$ cat config.mk
export PLATFORM = sky130hd
export DESIGN_NAME = lvds_panel_sequencer
export DESIGN_NICKNAME = d
export VERILOG_FILES = /design/src/rtl/lvds_panel_sequencer.sv
export SDC_FILE = /design/constraint.sdc
export NUM_CORES = 1
export LEC_CHECK = 0
export BUFFER_PORTS_ARGS = -buffer_cell sky130_fd_sc_hd__buf_4
export CAP_MARGIN = 20
export CELL_PAD_IN_SITES_DETAIL_PLACEMENT = 0
export CELL_PAD_IN_SITES_GLOBAL_PLACEMENT = 1
export CORE_MARGIN = 5
export CORE_UTILIZATION = 40
export DETAILED_ROUTE_END_ITERATION = 10
export PLACE_DENSITY_LB_ADDON = 0.1
export SLEW_MARGIN = 20
export SYNTH_ARGS = -nofsm -noshare
export SYNTH_HDL_FRONTEND = slang
export SYNTH_SLANG_ARGS = --single-unit
$ cat constraint.sdc
create_clock -name clk_in -period 4.2 [get_ports clk_in]
set_input_delay 0.21 -clock clk_in [delete_from_list [all_inputs] [get_ports clk_in]]
set_output_delay 0.21 -clock clk_in [all_outputs]
set_load 0.01 [all_outputs]
$ cat src/rtl/lvds_panel_sequencer.sv
`default_nettype none
// ============================================================================
// Module   : lvds_panel_sequencer
// Purpose  : Power/enable sequencer for an LVDS panel. Brings up panel VDD,
//            the LVDS transmitter and the backlight in datasheet order with
//            parameterised dwell times, and powers them down in reverse
//            order. Blanking is released only on a frame boundary.
// Ports    : clk_in        pixel-slot clock (serializer domain)
//            rst_n         asynchronous active-low reset
//            power_req     level, 1 = panel requested on
//            frame_start   one-cycle pulse at vertical counter wrap
//            panel_vdd_en  panel VDD switch
//            lvds_en       serializer clock/data lane enable
//            backlight_en  backlight enable
//            blank         1 = serializer forces RGB to zero
//            ready         panel on and displaying
//            state         current state code (debug/LEDs)
//            fault         sticky frame watchdog fault
// Options  : LVDS_SEQ_WATCHDOG_EN - compiles in the frame watchdog that forces
//            a power-down when frame_start stops arriving in RUN.
// Revision : 1.0 - initial release
// ============================================================================
module lvds_panel_sequencer #(
    parameter int               CNT_W         = 24,
    parameter logic [CNT_W-1:0] T_VDD_LVDS    = CNT_W'(1800000),
    parameter logic [CNT_W-1:0] T_LVDS_BL     = CNT_W'(3600000),
    parameter logic [CNT_W-1:0] T_BL_LVDS     = CNT_W'(3600000),
    parameter logic [CNT_W-1:0] T_LVDS_VDD    = CNT_W'(1800000),
    parameter logic [CNT_W-1:0] T_OFF_MIN     = CNT_W'(9000000),
    parameter logic [CNT_W-1:0] FRAME_TIMEOUT = CNT_W'(4000000)
) (
    input  logic       clk_in,
    input  logic       rst_n,
    input  logic       power_req,
    input  logic       frame_start,
    output logic       panel_vdd_en,
    output logic       lvds_en,
    output logic       backlight_en,
    output logic       blank,
    output logic       ready,
    output logic [2:0] state,
    output logic       fault
);

    localparam logic [2:0] c_st_off      = 3'd0;
    localparam logic [2:0] c_st_vdd_on   = 3'd1;
    localparam logic [2:0] c_st_lvds_on  = 3'd2;
    localparam logic [2:0] c_st_run      = 3'd3;
    localparam logic [2:0] c_st_bl_off   = 3'd4;
    localparam logic [2:0] c_st_lvds_off = 3'd5;
    localparam logic [2:0] c_st_cool     = 3'd6;

    localparam logic [CNT_W-1:0] c_one = CNT_W'(1);

    // Counter load values are T-1 so that leaving on count==0 gives exactly
    // T cycles of dwell; a zero dwell is stretched to one cycle.
    localparam logic [CNT_W-1:0] c_ld_vdd_lvds = (T_VDD_LVDS == '0) ? '0 : T_VDD_LVDS - c_one;
    localparam logic [CNT_W-1:0] c_ld_lvds_bl  = (T_LVDS_BL  == '0) ? '0 : T_LVDS_BL  - c_one;
    localparam logic [CNT_W-1:0] c_ld_bl_lvds  = (T_BL_LVDS  == '0) ? '0 : T_BL_LVDS  - c_one;
    localparam logic [CNT_W-1:0] c_ld_lvds_vdd = (T_LVDS_VDD == '0) ? '0 : T_LVDS_VDD - c_one;
    localparam logic [CNT_W-1:0] c_ld_off_min  = (T_OFF_MIN  == '0) ? '0 : T_OFF_MIN  - c_one;

    logic [2:0]       r_state;
    logic [CNT_W-1:0] r_cnt;
    logic             r_framed;     // a frame_start has been seen in this RUN visit
    logic             r_fault;
    logic             r_vdd;
    logic             r_lvds;
    logic             r_bl;
    logic             r_blank;
    logic             r_ready;

    logic [2:0]       w_next;
    logic             w_load;
    logic [CNT_W-1:0] w_load_val;
    logic             w_framed_next;
    logic             w_fault_next;
    logic             w_timeout;
    logic             w_dwell_done;

    assign w_dwell_done = (r_cnt == '0);

    // Next-state logic. A dropped power_req always wins over dwell expiry.
    always_comb begin
        w_next        = r_state;
        w_load        = 1'b0;
        w_load_val    = '0;
        w_framed_next = 1'b0;
        w_fault_next  = r_fault;
        case (r_state)
            c_st_off: begin
                if (!power_req) begin
                    w_fault_next = 1'b0;
                end else if (!r_fault) begin
                    w_next     = c_st_vdd_on;
                    w_load     = 1'b1;
                    w_load_val = c_ld_vdd_lvds;
                end
            end
            c_st_vdd_on: begin
                if (!power_req) begin
                    w_next     = c_st_cool;
                    w_load     = 1'b1;
                    w_load_val = c_ld_off_min;
                end else if (w_dwell_done) begin
                    w_next     = c_st_lvds_on;
                    w_load     = 1'b1;
                    w_load_val = c_ld_lvds_bl;
                end
            end
            c_st_lvds_on: begin
                if (!power_req) begin
                    w_next     = c_st_lvds_off;
                    w_load     = 1'b1;
                    w_load_val = c_ld_lvds_vdd;
                end else if (w_dwell_done) begin
                    w_next = c_st_run;
                end
            end
            c_st_run: begin
                if (!power_req) begin
                    w_next     = c_st_bl_off;
                    w_load     = 1'b1;
                    w_load_val = c_ld_bl_lvds;
                end else if (w_timeout) begin
                    w_next       = c_st_bl_off;
                    w_load       = 1'b1;
                    w_load_val   = c_ld_bl_lvds;
                    w_fault_next = 1'b1;
                end else begin
                    w_framed_next = r_framed | frame_start;
                end
            end
            c_st_bl_off: begin
                if (w_dwell_done) begin
                    w_next     = c_st_lvds_off;
                    w_load     = 1'b1;
                    w_load_val = c_ld_lvds_vdd;
                end
            end
            c_st_lvds_off: begin
                if (w_dwell_done) begin
                    w_next     = c_st_cool;
                    w_load     = 1'b1;
                    w_load_val = c_ld_off_min;
                end
            end
            c_st_cool: begin
                if (w_dwell_done) begin
                    w_next = c_st_off;
                end
            end
            default: begin
                w_next = c_st_off;
            end
        endcase
    end

    // Outputs are decoded from the next state so they switch on the same
    // edge as the state register.
    logic w_vdd_next;
    logic w_lvds_next;
    logic w_bl_next;
    logic w_ready_next;

    assign w_vdd_next   = (w_next == c_st_vdd_on) || (w_next == c_st_lvds_on) ||
                          (w_next == c_st_run)    || (w_next == c_st_bl_off)  ||
                          (w_next == c_st_lvds_off);
    assign w_lvds_next  = (w_next == c_st_lvds_on) || (w_next == c_st_run) ||
                          (w_next == c_st_bl_off);
    assign w_bl_next    = (w_next == c_st_run);
    assign w_ready_next = (w_next == c_st_run) && w_framed_next;

    always_ff @(posedge clk_in or negedge rst_n) begin
        if (!rst_n) begin
            r_state  <= c_st_off;
            r_cnt    <= '0;
            r_framed <= 1'b0;
            r_fault  <= 1'b0;
            r_vdd    <= 1'b0;
            r_lvds   <= 1'b0;
            r_bl     <= 1'b0;
            r_blank  <= 1'b1;
            r_ready  <= 1'b0;
        end else begin
            r_state  <= w_next;
            r_framed <= w_framed_next;
            r_fault  <= w_fault_next;
            if (w_load) begin
                r_cnt <= w_load_val;
            end else if (!w_dwell_done) begin
                r_cnt <= r_cnt - c_one;
            end
            r_vdd   <= w_vdd_next;
            r_lvds  <= w_lvds_next;
            r_bl    <= w_bl_next;
            r_blank <= !w_ready_next;
            r_ready <= w_ready_next;
        end
    end

`ifdef LVDS_SEQ_WATCHDOG_EN
    localparam logic [CNT_W-1:0] c_wd_last = (FRAME_TIMEOUT == '0) ? '0 : FRAME_TIMEOUT - c_one;

    // Cycles spent in RUN since entry or since the last frame_start.
    logic [CNT_W-1:0] r_wd;

    always_ff @(posedge clk_in or negedge rst_n) begin
        if (!rst_n) begin
            r_wd <= '0;
        end else if ((r_state == c_st_run) && (w_next == c_st_run) && !frame_start) begin
            r_wd <= r_wd + c_one;
        end else begin
            r_wd <= '0;
        end
    end

    assign w_timeout = (r_state == c_st_run) && !frame_start && (r_wd == c_wd_last);
    assign fault     = r_fault;
`else
    logic w_unused_cfg;

    assign w_timeout    = 1'b0;
    assign fault        = 1'b0;
    assign w_unused_cfg = ^{FRAME_TIMEOUT, r_fault};
`endif

    assign panel_vdd_en = r_vdd;
    assign lvds_en      = r_lvds;
    assign backlight_en = r_bl;
    assign blank        = r_blank;
    assign ready        = r_ready;
    assign state        = r_state;

endmodule
`default_nettype wire

==> summary.md <==
| Metric | Value |
|---|---|
| Number of cell rows | `25` |
| Met3 Use GR | `about 3.3%` |
| TritonCTS clock tree | `done` |
| Arrival time worst endpoint | `2700 ps` |
| Total gr overflow | `0` |
| Synth Register Bits | `33` |
| EDFF count, synth | `0` |
| Met1 Use GR | `a little over a fifth` |
| Final min period | `between 2000 and 3000 ps` |
| Root Buffer | `clkbuf_8` |
| Global Route Usage Sum | `16.3%` |
| Post-Syn Area | `2010 sq um` |
| Total power | `approximately 0.61 mW` |
| Remaining antenna violation count after routing | `0` |
| Setup Skew | `approximately 7.4 ps` |
| First-pass iteration count of the detailed router | `4` |
| Initial antenna violation count | `0` |
| Ant diodes | `0` |
| Critical Path Source | `r_cnt[16]$_DFFE_PN0P_` |
| CTS H-tree lvls | `2` |
| Pins Over Slew Limit | `0` |
| Status | `completed` |
| Yosys top cell area share | `39.9%` |
| Syn Inst Count | `between 200 and 250` |
| Initial Utilization | `41.9%` |
| Most common cell after layout, fill and taps aside | `dfrtp_1` |
| Synth area leader | `dfrtp_1` |
| Crit Path Category | `reg -> reg` |
| CP startpoint kind | `register` |
| Sequential cell area fraction in the yosys report | `roughly two fifths` |
| Worst rel slew slack | `a little under half` |
| HP Start | `frame_start` |
| GRT met2 Usage | `between 20% and 30%` |
| Main synth FF type | `dfrtp_1` |
| # Max-Cap Violations | `0` |
| Area Overhead vs Synth | `9.48%` |
| Max Buffers Root-to-Sink | `2` |
| Crit. End Element | `register` |
| Finish-stage setup viols | `0` |
| Vias/cell | `approximately 5.6` |
| 1st-iter DRT viols | `99` |
| Fraction of layout cells with a size suffix above 1 | `12.1%` |
| # DRC | `0` |
| Worst-path clk slew | `around 70 ps` |
| Largest net degree at the start of global routing | `34` |
| HP Class | `in -> reg` |
| Setup WS pre-CTS | `1660 ps` |
| Vias | `about 1,700` |
| Core area | `roughly 4800 sq um` |
| Clock Latency Late Sink | `between 200 and 300 ps` |
| Async S/R FF share, synth | `100%` |
| Fmax achieved | `between 0.3 and 0.4 GHz` |
| Synth area leaders | `dfrtp_1, xnor2_1, a21oi_1, nand2_1, o21ai_0` |
| Wire length of the first global-routing pass | `~8200 um` |
| Reg-to-reg startpoint | `r_cnt[16]$_DFFE_PN0P_` |
| Nets | `235` |
| Worst-Margin Slew | `~800 ps` |
| Die ar. | `about 6500 sq um` |
| Reg2reg path depth | `5` |
| Die X | `~80 um` |
| Die height | `80.8 um` |
| Port Buffers | `11` |
| Mapped Nets | `~230` |
| Req. time, crit path | `4320 ps` |
| Post-Route WL | `between 4000 and 5000 um` |
| Setup Fix Bufs, Post-CTS | `0` |
| Grt peak-use layer | `met2` |
| Hold Fails Final Rpt | `0` |
| Num Clock Sinks | `33` |
| RSZ-0062 raised after global routing | `no` |
| Synth warnings | `0` |
| IO Pins | `13` |
| CP Max Fanout | `18` |
| Wire length per cell | `between 15 and 20 um` |
| Worst setup margin | `1630 ps` |
| Placer Congestion | `around 0.84` |
| Worst-case vdd ir drop | `between 0.0001 and 0.00015 V` |
| Period utilization | `between 60% and 70%` |
| Syn avg cell area | `8.84 sq um` |
| Inserted Clock Buffers | `5` |
| Netlist cell types | `52` |
| P per Cell Area | `roughly 280 nW/um^2` |
| Vias in the first global route | `roughly 1,600` |
| Fin Setup TNS | `0 ps` |
| Most frequent cells in the layout | `dfrtp_1, nand2_1, nor2_1` |
| Lkg Pwr | `between 0.8 and 0.9 nW` |
| Hold Crit Depth | `2` |
| Post-DP HPWL | `3390 um` |
power by group:
group / internal, mW / total, mW / leakage (nW) / switching [mW]
clock network: 0.134 / 0.252 / 0.0455 / 0.118
registers: 0.323 / 0.331 / 0.393 / 0.00810
logic: 0.0125 / 0.0302 / 0.446 / 0.0177
critical path, cell delays in order, from the launching register on:
cell and delay [ps]:
dfrtp_1 430, nor4_2 460, nand3b_1 200, or4_4 650
a22oi_1 550, a21oi_1 100
cell usage after synthesis, drive strengths merged (2+ instances only):
library cell and n:
a21o 3, a21oi 18, a221oi 2, a22oi 2, a31oi 2, and3 3, buf 5, clkbuf 12
dfrtp 32, inv 5, nand2 24, nand2b 2, nand3 7, nand4b 4, nor2 21, nor2b 3
nor3 8, nor3b 2, nor4 6, o2111a 3, o21a 2, o21ai 17, o31ai 4, or3 3
or4 3, xnor2 11, xor2 7
worst paths after layout:
check / to / slack [ps]
setup / recovery: r_cnt[18]$_DFFE_PN0P_ / 1630
hold / removal: ready$_DFF_PN0_ / 230
setup reg to reg: r_cnt[18]$_DFFE_PN0P_ / 1630
hold reg to reg: ready$_DFF_PN0_ / 550
max in group asynchronous: blank$_DFF_PN1_ / 3450
min in group asynchronous: r_cnt[10]$_DFFE_PN0P_ / 410
state kept, by name, summed over array words and instances (netlist names):
| name | cells |
|---|---|
| ready | 1 |
| panel_vdd_en | 1 |
| r_cnt | 24 |
| lvds_en | 1 |
| backlight_en | 1 |
| blank | 1 |
| state | 3 |
| r_framed | 1 |
area by class of cell:
class,count,area (sq um)
Fill cell,505,2590
Multi-Input combinational cell,171,1070
Sequential cell,33,827
Timing Repair Buffer,13,100
Clock buffer,8,90.1
Tap cell,67,83.8
Inverter,6,27.5
cell families (layout without fill, tap and decap cells):
group,after synthesis,count (layout),synth area share (%)
buf+inv,23,27,5.55
other cells,1,1,0.187
simple gates,89,89,24.7
mux,1,1,0.499
flops,33,33,41.2
xor+xnor,18,18,7.86
compound gates,61,61,19.4
fa+ha+maj,1,1,0.623
per-stage QoR:
| stage | hold slack, ps | instance area (sq um) | utilization [%] | cells |
|---|---|---|---|---|
| after global placement | 177 | 2100 | 43.8 | 289 |
| after floorplan | -85.6 | 2010 | - | 227 |
| after detailed placement | 182 | 2100 | 43.8 | 289 |
| after global routing | 236 | 2200 | 45.9 | 298 |
| final | 231 | 2200 | 45.9 | 298 |
| after CTS | 226 | 2200 | 45.9 | 298 |
repair_timing:
item,in CTS,in global routing
resized for setup,0,0
hold endpoints to repair,32,0
hold buffers,1,0
endpoints found under the setup margin,0,0
per-layer routing:
layer	wire (um)	part of all wire [%]
met5	0	0
met4	68	1.4
met1	2160	45
met3	245	5.1
met2	2310	48
(Power assumes the default switching activity.)
